<file path="config.mk">
export PLATFORM = sky130hd
export DESIGN_NAME = pipe_hazard_ctrl
export DESIGN_NICKNAME = d
export VERILOG_FILES = /design/src/rtl/pipe_hazard_ctrl.sv
export SDC_FILE = /design/constraint.sdc
export NUM_CORES = 1
export LEC_CHECK = 0
export ABC_AREA = 1
export CELL_PAD_IN_SITES_DETAIL_PLACEMENT = 1
export CELL_PAD_IN_SITES_GLOBAL_PLACEMENT = 2
export CORE_MARGIN = 1.5
export CORE_UTILIZATION = 18
export CTS_CLUSTER_DIAMETER = 30
export CTS_CLUSTER_SIZE = 28
export DETAILED_ROUTE_END_ITERATION = 10
export HOLD_SLACK_MARGIN = 0.05
export PLACE_DENSITY_LB_ADDON = 0.1
export RECOVER_POWER = 25
export SLEW_MARGIN = 0
export SYNTH_ARGS = -nofsm -noshare
export SYNTH_HDL_FRONTEND = slang
export SYNTH_SLANG_ARGS = --single-unit
</file>
<file path="constraint.sdc">
create_clock -name clk -period 3.4 [get_ports clk]
set_clock_uncertainty 0.15 [all_clocks]
set_input_delay 0.68 -clock clk [delete_from_list [all_inputs] [get_ports clk]]
set_output_delay 0.68 -clock clk [all_outputs]
set_load 0.005 [all_outputs]
</file>
<file path="src/rtl/pipe_hazard_ctrl.sv">
// Pipeline control for the in-order RV32 core: per-stage valid/rd tracking,
// load-use/latency interlock, redirect flush of ID and youngest-first forwarding into EX.
module pipe_hazard_ctrl #(
    parameter int unsigned NSTAGES  = 2,
    parameter int unsigned XLEN     = 32,
    parameter int unsigned ALU_LAT  = 2,
    parameter int unsigned LOAD_LAT = 2,
    parameter int unsigned CNT_W    = 32
) (
    input  logic                    clk,
    input  logic                    rst,
    input  logic                    icache_valid,
    input  logic                    dcache_valid,
    input  logic                    id_valid,
    input  logic [4:0]              id_rs1,
    input  logic [4:0]              id_rs2,
    input  logic                    id_use_rs1,
    input  logic                    id_use_rs2,
    input  logic [4:0]              id_rd,
    input  logic                    id_wen,
    input  logic                    id_is_load,
    input  logic                    ex_redirect,
    input  logic [XLEN-1:0]         ex_reg1_rf,
    input  logic [XLEN-1:0]         ex_reg2_rf,
    input  logic [NSTAGES*XLEN-1:0] stage_wdata,
    output logic                    pipeline_en,
    output logic                    id_stall,
    output logic                    id_flush,
    output logic [XLEN-1:0]         ex_reg1,
    output logic [XLEN-1:0]         ex_reg2,
    output logic [NSTAGES-1:0]      stage_valid,
    output logic                    wb_wen,
    output logic [4:0]              wb_rd,
    output logic [CNT_W-1:0]        stall_cnt,
    output logic [CNT_W-1:0]        flush_cnt
);

    logic [NSTAGES:1] st_valid;
    logic             st_wen     [1:NSTAGES];
    logic             st_is_load [1:NSTAGES];
    logic             st_use_rs1 [1:NSTAGES];
    logic             st_use_rs2 [1:NSTAGES];
    logic [4:0]       st_rd      [1:NSTAGES];
    logic [4:0]       st_rs1     [1:NSTAGES];
    logic [4:0]       st_rs2     [1:NSTAGES];

    logic redirect;
    logic hit1, hit2;
    logic haz1, haz2;
    logic fwd1, fwd2;
    logic id_accept;

    // EX's own result slice is never forwarded back into EX.
    logic unused_ex_wdata;
    assign unused_ex_wdata = ^stage_wdata[XLEN-1:0];

    assign pipeline_en = icache_valid && dcache_valid;
    assign redirect    = ex_redirect && st_valid[1];
    assign id_flush    = id_valid && redirect;
    assign id_stall    = id_valid && (haz1 || haz2) && !redirect;
    assign id_accept   = id_valid && !id_stall && !id_flush;

    assign stage_valid = st_valid;
    assign wb_wen      = st_valid[NSTAGES] && st_wen[NSTAGES];
    assign wb_rd       = st_rd[NSTAGES];

    // Only the youngest in-flight writer of a source decides the interlock;
    // a producer in the last stage is covered by the write-first regfile.
    always_comb begin
        hit1 = 1'b0;
        hit2 = 1'b0;
        haz1 = 1'b0;
        haz2 = 1'b0;
        for (int unsigned s = 1; s < NSTAGES; s++) begin
            if (!hit1 && id_use_rs1 && (id_rs1 != 5'd0) && st_valid[s] && st_wen[s]
                && (st_rd[s] == id_rs1)) begin
                hit1 = 1'b1;
                haz1 = ((s + 1) < (st_is_load[s] ? LOAD_LAT : ALU_LAT));
            end
            if (!hit2 && id_use_rs2 && (id_rs2 != 5'd0) && st_valid[s] && st_wen[s]
                && (st_rd[s] == id_rs2)) begin
                hit2 = 1'b1;
                haz2 = ((s + 1) < (st_is_load[s] ? LOAD_LAT : ALU_LAT));
            end
        end
    end

    always_comb begin
        fwd1    = 1'b0;
        fwd2    = 1'b0;
        ex_reg1 = ex_reg1_rf;
        ex_reg2 = ex_reg2_rf;
        for (int unsigned s = 2; s <= NSTAGES; s++) begin
            if (!fwd1 && st_use_rs1[1] && (st_rs1[1] != 5'd0) && st_valid[s] && st_wen[s]
                && (st_rd[s] == st_rs1[1])) begin
                fwd1    = 1'b1;
                ex_reg1 = stage_wdata[(s-1)*XLEN +: XLEN];
            end
            if (!fwd2 && st_use_rs2[1] && (st_rs2[1] != 5'd0) && st_valid[s] && st_wen[s]
                && (st_rd[s] == st_rs2[1])) begin
                fwd2    = 1'b1;
                ex_reg2 = stage_wdata[(s-1)*XLEN +: XLEN];
            end
        end
    end

    always_ff @(posedge clk) begin
        if (rst) begin
            st_valid <= '0;
            for (int unsigned s = 1; s <= NSTAGES; s++) begin
                st_wen[s]     <= 1'b0;
                st_is_load[s] <= 1'b0;
                st_use_rs1[s] <= 1'b0;
                st_use_rs2[s] <= 1'b0;
                st_rd[s]      <= '0;
                st_rs1[s]     <= '0;
                st_rs2[s]     <= '0;
            end
            stall_cnt <= '0;
            flush_cnt <= '0;
        end else if (pipeline_en) begin
            for (int unsigned s = 2; s <= NSTAGES; s++) begin
                st_valid[s]   <= st_valid[s-1];
                st_wen[s]     <= st_wen[s-1];
                st_is_load[s] <= st_is_load[s-1];
                st_use_rs1[s] <= st_use_rs1[s-1];
                st_use_rs2[s] <= st_use_rs2[s-1];
                st_rd[s]      <= st_rd[s-1];
                st_rs1[s]     <= st_rs1[s-1];
                st_rs2[s]     <= st_rs2[s-1];
            end
            if (id_accept) begin
                st_valid[1]   <= 1'b1;
                st_wen[1]     <= id_wen;
                st_is_load[1] <= id_is_load;
                st_use_rs1[1] <= id_use_rs1;
                st_use_rs2[1] <= id_use_rs2;
                st_rd[1]      <= id_rd;
                st_rs1[1]     <= id_rs1;
                st_rs2[1]     <= id_rs2;
            end else begin
                st_valid[1]   <= 1'b0;
                st_wen[1]     <= 1'b0;
                st_is_load[1] <= 1'b0;
                st_use_rs1[1] <= 1'b0;
                st_use_rs2[1] <= 1'b0;
                st_rd[1]      <= '0;
                st_rs1[1]     <= '0;
                st_rs2[1]     <= '0;
            end
            if (id_stall) stall_cnt <= stall_cnt + CNT_W'(1);
            if (id_flush) flush_cnt <= flush_cnt + CNT_W'(1);
        end
    end

endmodule

</file>
==> out/results.tsv, run 1 <==
metric	value	unit
Commonest cells post-synth	nand2_1 (183), inv_1 (105), nor2_1 (83)	
required time worst endpoint	2.57	ns
Max Clock Freq	315.9	MHz
FP Rows	54	
Crit. path cell count	7	
Pleak	0.002952	uW
Mapped Cells	643	
Seq/Total Area, Yosys	34.43	%
outcome	finished, final reports clean	
Syn-to-layout area delta	67.81	%
vias	4667	
Clock transition at path regs	0.06	ns
critical path capture point type	output port	
length of the first detailed-routing pass in iterations	4	
CP delay by family, top	buffers and inverters	
Ys Warns	0	
fill cell count	2736	
Hold WC Path Type	register to register	
crit start category	register	
Final Util	31.01	%
Top FF cell, synth	dfxtp_1	
core area	0.02203	mm^2
post-route setup TNS	0	ns
top cell type's share of synthesized area	17.71	%
WS Path Type	register to output port	
hold slack	0.3693	ns
largest net degree at the start of global routing	65	
CTS tree	built	
WL met2	9875	um
RSZ-0062 raised after global routing	false	
Worst-Skew Late Latency	0.32	ns
R2R depth	9	
Synth Cell Area	0.004070	mm^2
Post-CTS Setup Bufs	0	
top sig layer	met4	
die area	0.02352	mm^2
Arrival @ worst endpoint	2.34	ns
most common cell in the synthesized netlist	nand2_1	
vias in the first global route	4829	
I/O pins	292	
Fin. Hold Viols	0	
GPL Wtd Cong	0.8122	
drt total wl	18300	um
WL met3	582	um
CTS Buffer Depth	2	
Period Utilization, post-route	93.09	%
# setup viols final	0	
synthesized flop and latch total	58	
Synth async-reset ratio	0	%
synth top area cells	edfxtp_1 (18%), nand2_1 (17%), dfxtp_1 (17%)	
Port Buffers	225	
flop2flop setup slack	0.96	ns
DIE HEIGHT	153.4	um
Max-Slew Margin vs Limit	31.92	%
1st-iter DRT viols	193	
Routed WL per cell	15.88	um
hold path depth	2	
Clock Tree Root	clkbuf_16	
GRT overflow	0	
Initial Util	18.48	%
ANT nets after route	0	
nets	1020	
Avg Vias per Cell	4.051	
Worst-Margin Slew	1.021	ns
power density cells	309.2	mW/mm^2
CP Buf/Inv Count	2	
Overall Power	2112	uW
worst-path maximum fanout	64	
Clock Sinks	58	
Final min period	3.165	ns
Num CTS Buffers	9	
Netlist cell types	34	
Die W	153.4	um
post-CTS resize count	0	
Slowest cell on crit path	clkdlybuf4s50_1	
Post-synth EDFFs	24	
Yosys top cell by area	edfxtp_1	
slowest stage delay, CP	0.59	ns
initial antenna violation count	1	
share of cells above drive strength 1	4.018	%
total track usage	15.31	%
global-route wire length before repair	27960	um
Max-Cap Viols	0	
Max Slew Vio Count	0	
Avg Synthesized Cell Area	6.330	um^2
htree depth	3	
Detailed Place HPWL	14440	um
CTS Hold Buffers Added	0	
drt drc	0	
peak supply drop	231.6	uV
met1 wire length	7564	um
Cell Chain, Critical Path	xnor2_1 -> nand3_1 -> nor2_1 -> nand3b_2 -> buf_12 -> o21ai_0 -> clkdlybuf4s50_1	
==> flip-flops by register name, summed over array words and instances, names as in the netlist <==
name	count
st_use_rs2	1
st_rs2	5
flush_cnt	32
st_rs1	5
st_wen	2
stage_valid	2
st_rd	10
st_use_rs1	1
==> worst reg2reg max path: stages, from the launching register on <==
cell,delay [ns]
dfxtp_1,0.38
nand3_1,0.12
nor2_1,0.52
nand2_1,0.37
nor2_4,0.38
inv_1,0.09
nor2_1,0.14
nand2_1,0.07
nand2_1,0.06
nor2_1,0.05
==> where the power goes <==
part,total [uW],leakage [uW],switching (uW),internal [uW]
sequential,754,0.000531,10.5,743
combinational,371,0.00227,144,227
clock,987,0.000151,347,640
==> stage by stage <==
step                area (um^2)  setup WS (ns)  instances
floorplan                  4190          1.254        675
global placement           6551         0.5611       1135
detailed placement         6551         0.5685       1135
CTS                        6870         0.2047       1151
global route               6830        0.03361       1152
finish                     6830         0.2348       1152
==> area by class of cell <==
type | instances | area [um^2] | area share (%)
Antenna cell | 1 | 2.502 | 0.03664
Clock buffer | 9 | 225.2 | 3.297
Clock inverter | 7 | 93.84 | 1.374
Inverter | 106 | 397.9 | 5.825
Multi-Input combinational cell | 458 | 2023 | 29.62
Sequential cell | 58 | 1401 | 20.52
Tap cell | 280 | 350.3 | 5.129
Timing Repair Buffer | 233 | 2336 | 34.20
==> cell families (layout without fill, tap and decap cells) <==
group	count (synthesis)	after routing	synth area share [%]
AND/OR/NAND/NOR	351	351	37.14
buffers and inverters	159	355	18.11
AO/OA/AOI/OAI	66	66	8.423
flip-flops	58	58	34.43
XOR/XNOR	7	7	1.506
adder cells (fa/ha/maj)	1	1	0.3074
other	1	34	0.09213
==> per-layer routing <==
metal / GRT usage (%) / up-vias
met5: 0 / -
met4: 3.976 / 0
met3: 2.580 / 17
met2: 28.90 / 106
met1: 17.75 / 2167
li1: - / 2377
==> final timing paths <==
path / start / endpoint
max: st_rd[2][1]$_SDFFCE_PN0P_ / ex_reg1[11]
max reg2reg: stage_valid[0]$_SDFFE_PP0P_ / flush_cnt[17]$_SDFFE_PP0P_
min reg2reg: flush_cnt[9]$_SDFFE_PP0P_ / flush_cnt[9]$_SDFFE_PP0P_
min: flush_cnt[9]$_SDFFE_PP0P_ / flush_cnt[9]$_SDFFE_PP0P_
==> placed cells by master, fill, tap and decap left out, drive strengths merged, types with 2 or more instances in the layout <==
master         synthesis  layout
a21oi                 16      16
o21ai                 44      44
o22ai                  2       2
bufinv                 0       2
clkdlybuf4s50          0     223
nor3                   8       8
nand4                 10      10
o21bai                 2       2
clkbuf                11      13
nand2                185     185
clkinv                 0       3
nand3                 54      54
clkinvlp               0       2
xor2                   3       3
edfxtp                24      24
inv                  106     106
buf                   42       4
dlygate4sd3            0       2
dfxtp                 34      34
xnor2                  4       4
nor2                  91      91
conb                   1      33
No activity file was read; power rests on OpenSTA's default activity.
==> run 2: changes to the inputs <==
- clock period: 3.4 -> 3.95 ns (I/O delays scaled with it)
==> out/results.tsv, run 2 (synthesis gave the netlist of run 1 again) <==
metric	value	unit	change
multi-input logic area	0.002013	mm^2	was 0.002023 mm^2
required time worst endpoint	3.01	ns	was 2.57 ns
RSZ-0062 raised after global routing	false		unchanged
CTS Buffer Depth	2		unchanged
Initial Util	18.48	%	unchanged
total track usage	15.42	%	was 15.31%
FP Rows	54		unchanged
CP delay by family, top	buffers and inverters		unchanged
vias	4770		was 4,667
WS Path Type	register to output port		unchanged
htree depth	3		unchanged
length of the first detailed-routing pass in iterations	4		unchanged
fill cell count	2709		was 2,736
Syn-to-layout area delta	67.32	%	was 67.81%
Largest register FFs	32		unchanged
largest net degree at the start of global routing	65		unchanged
Max Slew Vio Count	0		unchanged
Max Clock Freq	284.3	MHz	
share of cells above drive strength 1	3.793	%	was 4.018%
Placed Instance Area	0.006506	mm^2	was 0.006551 mm^2
CTS tree	built		unchanged
Hold WC Path Type	register to register		unchanged
R2R Path End	flush_cnt[27]$_SDFFE_PP0P_		was flush_cnt[17]$_SDFFE_PP0P_
Fin. Hold Viols	0		unchanged
critical path capture point type	output port		unchanged
Hold Startpoint	flush_cnt[0]$_SDFFE_PP0P_		was flush_cnt[9]$_SDFFE_PP0P_
Pleak	0.003065	uW	was 0.002952 uW
crit start category	register		unchanged
Worst-Margin Slew	1.029	ns	was 1.021 ns
most frequent cells in the layout	clkdlybuf4s50_1 (189), nand2_1 (184), inv_1 (105)		was clkdlybuf4s50_1 (223), nand2_1 (184), inv_1 (105)
CTS Hold Buffers Added	0		unchanged
R2R depth	8		was 9
I/O pins	292		unchanged
Cell Chain, Critical Path	nor2_1 -> nand3_1 -> a21oi_1 -> nand3b_2 -> buf_4 -> nand2_1 -> o21ai_0 -> clkdlybuf4s50_1		was xnor2_1 -> nand3_1 -> nor2_1 -> nand3b_2 -> buf_12 -> o21ai_0 -> clkdlybuf4s50_1
Hold EP	flush_cnt[0]$_SDFFE_PP0P_		was flush_cnt[9]$_SDFFE_PP0P_
Arrival @ worst endpoint	2.58	ns	was 2.34 ns
GRT overflow	0		unchanged
Worst-Skew Late Latency	0.33	ns	was 0.32 ns
# setup viols final	0		unchanged
post-CTS resize count	0		unchanged
1st-iter DRT viols	204		was 193
Die W	153.4	um	unchanged
Period Utilization, post-route	89.05	%	
ANT nets after route	0		unchanged
hold path depth	1		was 2
power density cells	274.4	mW/mm^2	was 309.2 mW/mm^2
vias in the first global route	4939		was 4,829
Clock Tree Root	clkbuf_16		unchanged
Slowest cell on crit path	clkdlybuf4s50_1		unchanged
outcome	finished, final reports clean		unchanged
Avg Vias per Cell	4.130		was 4.051
core area	0.02203	mm^2	unchanged
post-route setup TNS	0	ns	unchanged
nets	1019		was 1,020
Max-Slew Margin vs Limit	31.41	%	was 31.92%
peak supply drop	188.4	uV	was 231.6 uV
Overall Power	1869	uW	was 2112 uW
GPL Wtd Cong	0.8042		was 0.8122
biggest regs	flush_cnt (32), st_rd (10)		unchanged
drt total wl	18440	um	was 18,300 um
largest reg by FF count	flush_cnt		unchanged
global-route wire length before repair	28120	um	was 27,960 um
Detailed Place HPWL	14580	um	was 14,440 um
Final min period	3.517	ns	
Port Buffers	225		unchanged
CP Buf/Inv Count	2		unchanged
Num CTS Buffers	9		unchanged
Clock transition at path regs	0.05	ns	was 0.06 ns
Critical Path Source	st_rs1[1][0]$_SDFFCE_PP0P_		was st_rd[2][1]$_SDFFCE_PN0P_
flop2flop setup slack	1.42	ns	was 0.96 ns
Max-Cap Viols	0		unchanged
Clock Sinks	58		unchanged
initial antenna violation count	4		was 1
slowest stage delay, CP	0.57	ns	was 0.59 ns
Reg area	0.001401	mm^2	unchanged
Post-CTS Setup Bufs	0		unchanged
Finished Cell Area	0.006810	mm^2	was 0.006830 mm^2
worst-path maximum fanout	64		unchanged
die area	0.02352	mm^2	unchanged
Critical R2R Launch	stage_valid[0]$_SDFFE_PP0P_		unchanged
Routed WL per cell	15.96	um	was 15.88 um
commonest non-fill, non-tap cell in the layout	clkdlybuf4s50_1		unchanged
DIE HEIGHT	153.4	um	unchanged
drt drc	0		unchanged
==> run 2: changes by cell type in the layout (fill, tap and decap cells not counted), sizes merged <==
cell           delta
clkdlybuf4s50    -34
dlygate4sd3      +34
diode             +4
buf               +2
clkbuf            -2
clkinvlp          -2
bufinv            +1
==> run 2: through the flow <==
step / utilization, % / setup WS, ns / hold WS [ns] / cells
floorplan: - / 1.694 / 0.3235 / 675
detailed placement: 29.54 / 0.7627 / 0.3591 / 1134
finish: 30.92 / 0.4327 / 0.3495 / 1155
global route: 30.91 / 0.1907 / 0.3853 / 1154
global placement: 29.54 / 0.8458 / 0.3434 / 1134
CTS: 31.06 / 0.3926 / 0.3702 / 1150
==> run 2: final cells by class <==
type | instances | area share, %
Antenna cell | 5 | 0.1837
Clock buffer | 10 | 3.362
Clock inverter | 6 | 1.543
Tap cell | 280 | 5.144
Multi-Input combinational cell | 458 | 29.56
Inverter | 106 | 5.842
Timing Repair Buffer | 232 | 33.79
Sequential cell | 58 | 20.58
==> run 2: worst max-delay path by stage <==
| stage | to | cells after the start |
|---|---|---|
| floorplan | ex_reg1[10] | 6 |
| global placement | ex_reg1[27] | 8 |
| detailed placement | ex_reg1[27] | 8 |
| CTS | ex_reg1[27] | 8 |
| global route | ex_reg1[11] | 8 |
| finish | ex_reg1[16] | 8 |
==> run 2: worst reg2reg max path, delay by kind of cell (launching register included) <==
kind	cells	cell delay [ns]
AND/OR/NAND/NOR	8	1.93
flip-flops	1	0.38
==> run 2: power by group <==
| group | internal [uW] | total, uW | leakage (uW) | switching [uW] |
|---|---|---|---|---|
| combinational | 195 | 319 | 0.00237 | 125 |
| sequential | 640 | 649 | 0.000531 | 8.66 |
| clock | 613 | 901 | 0.000166 | 288 |
==> run 2: per-layer routing <==
| layer | share of wire [%] | vias to the layer above | track usage [%] |
|---|---|---|---|
| met5 | 0 | - | 0 |
| met1 | 41 | 2258 | 17.48 |
| met4 | 2.1 | 0 | 5.918 |
| li1 | - | 2376 | - |
| met2 | 53 | 112 | 28.55 |
| met3 | 3.5 | 24 | 2.807 |
==> run 3: changes to the inputs <==
- CORE_MARGIN: 1.5 -> 2
==> out/results.tsv, run 3 (synthesis gave the netlist of run 1 again) <==
metric	value	unit	change
outcome	finished, final reports clean		unchanged
WL met3	954	um	was 645 um
drt drc	0		unchanged
Period Utilization, post-route	91.93	%	was 89.05%
# setup viols final	0		unchanged
Routed WL per cell	14.97	um	was 15.96 um
nets	1021		was 1,019
htree depth	3		unchanged
1st-iter DRT viols	178		was 204
Final Util	30.36	%	was 30.92%
global-route wire length before repair	26670	um	was 28,120 um
largest net degree at the start of global routing	33		was 65
GPL Wtd Cong	0.7956		was 0.8042
met1 wire length	7362	um	was 7554 um
CTS Hold Buffers Added	0		unchanged
RSZ-0062 raised after global routing	false		unchanged
WL met2	8878	um	was 9859 um
share of cells above drive strength 1	3.784	%	was 3.793%
Arrival @ worst endpoint	2.69	ns	was 2.58 ns
power density cells	265.3	mW/mm^2	was 274.4 mW/mm^2
Hold WC Path Type	register to register		unchanged
Clock Sinks	58		unchanged
Initial Util	18.14	%	was 18.48%
total track usage	14.15	%	was 15.42%
Max Slew Vio Count	0		unchanged
Max-Slew Margin vs Limit	7.999	%	was 31.41%
Fin. Hold Viols	0		unchanged
FP Rows	55		was 54
Placed Instance Area	0.006540	mm^2	was 0.006506 mm^2
Cell Chain, Critical Path	xnor2_1 -> nand3_1 -> nor2_1 -> nand3b_2 -> buf_12 -> o21ai_0 -> clkdlybuf4s50_1		was nor2_1 -> nand3_1 -> a21oi_1 -> nand3b_2 -> buf_4 -> nand2_1 -> o21ai_0 -> clkdlybuf4s50_1
CTS tree	built		unchanged
Largest register FFs	32		unchanged
ANT nets after route	0		unchanged
top sig layer	met4		unchanged
core area	0.02243	mm^2	was 0.02203 mm^2
worst-path maximum fanout	29		was 64
post-CTS resize count	0		unchanged
Num CTS Buffers	9		unchanged
Final min period	3.631	ns	was 3.517 ns
peak supply drop	155.7	uV	was 188.4 uV
crit start category	register		unchanged
post-route setup TNS	0	ns	unchanged
Avg Vias per Cell	4.094		was 4.130
critical path capture point type	output port		unchanged
CTS Buffer Depth	2		unchanged
Pleak	0.002966	uW	was 0.003065 uW
Max-Cap Viols	0		unchanged
Die W	154.4	um	was 153.4 um
Antenna diodes	0		was 5
Finished Cell Area	0.006812	mm^2	was 0.006810 mm^2
most frequent cells in the layout	clkdlybuf4s50_1 (218), nand2_1 (185), inv_1 (105)		was clkdlybuf4s50_1 (189), nand2_1 (184), inv_1 (105)
vias in the first global route	4726		was 4,939
Slowest cell on crit path	clkdlybuf4s50_1		unchanged
GRT overflow	0		unchanged
WS Path Type	register to output port		unchanged
Worst-Skew Late Latency	0.33	ns	about the same
commonest non-fill, non-tap cell in the layout	clkdlybuf4s50_1		unchanged
Max Clock Freq	275.4	MHz	was 284.3 MHz
slowest stage delay, CP	0.57	ns	about the same
Worst-Margin Slew	1.380	ns	was 1.029 ns
length of the first detailed-routing pass in iterations	4		unchanged
Syn-to-layout area delta	67.35	%	was 67.32%
drt total wl	17320	um	was 18,440 um
Overall Power	1807	uW	was 1869 uW
fill cell count	2801		was 2,709
Clock Tree Root	clkbuf_16		unchanged
Detailed Place HPWL	13830	um	was 14,580 um
Port Buffers	225		unchanged
die area	0.02383	mm^2	was 0.02352 mm^2
biggest regs	flush_cnt (32), st_rd (10)		unchanged
vias	4737		was 4,770
largest reg by FF count	flush_cnt		unchanged
DIE HEIGHT	154.4	um	was 153.4 um
required time worst endpoint	3.01	ns	about the same
I/O pins	292		unchanged
initial antenna violation count	0		was 4
Clock transition at path regs	0.06	ns	was 0.05 ns
Post-CTS Setup Bufs	0		unchanged
run 3: worst paths after layout:
kind | startpoint | end | slack [ns] | cells past startpoint
max | st_rd[2][1]$_SDFFCE_PN0P_ | ex_reg1[9] | 0.32 | 7
min | flush_cnt[7]$_SDFFE_PP0P_ | flush_cnt[7]$_SDFFE_PP0P_ | 0.35 | 2
max reg2reg | stage_valid[0]$_SDFFE_PP0P_ | flush_cnt[27]$_SDFFE_PP0P_ | 1.42 | 8
min reg2reg | flush_cnt[7]$_SDFFE_PP0P_ | flush_cnt[7]$_SDFFE_PP0P_ | 0.35 | 2
run 3: area by class of cell:
cell class / instances / area [um^2] / area share, %
Timing Repair Buffer: 234 / 2321 / 34.07
Sequential cell: 58 / 1401 / 20.57
Multi-Input combinational cell: 458 / 2016 / 29.59
Clock inverter: 7 / 93.84 / 1.378
Inverter: 106 / 397.9 / 5.841
Tap cell: 285 / 356.6 / 5.235
Clock buffer: 9 / 225.2 / 3.306
run 3: per-layer routing:
metal	up-vias	track usage [%]
met5	-	0
met4	0	3.042
met3	10	3.278
met2	144	25.90
met1	2201	16.85
li1	2382	-
run 3: critical path, delay by kind of cell (launching register included):
kind | cells | cell delay [ns]
AOI/OAI and AO/OA | 1 | 0.23
xor gates and xnor gates | 1 | 0.19
buffers and inverters | 2 | 0.89
DFF | 1 | 0.45
and+or+nand+nor | 3 | 0.58
run 3: through the flow:
| stage | setup WS (ns) | instances | hold slack, ns |
|---|---|---|---|
| finish | 0.3186 | 1157 | 0.3531 |
| global route | 0.06828 | 1157 | 0.4074 |
| CTS | 0.1383 | 1157 | 0.3585 |
| detailed placement | 0.5105 | 1141 | 0.3500 |
| global placement | 0.6009 | 1141 | 0.3360 |
| floorplan | 1.694 | 675 | 0.3235 |
run 3: report_power, final:
group | internal (uW) | switching (uW) | total (uW)
sequential | 640 | 9.49 | 650
clock | 550 | 290 | 840
combinational | 195 | 122 | 317
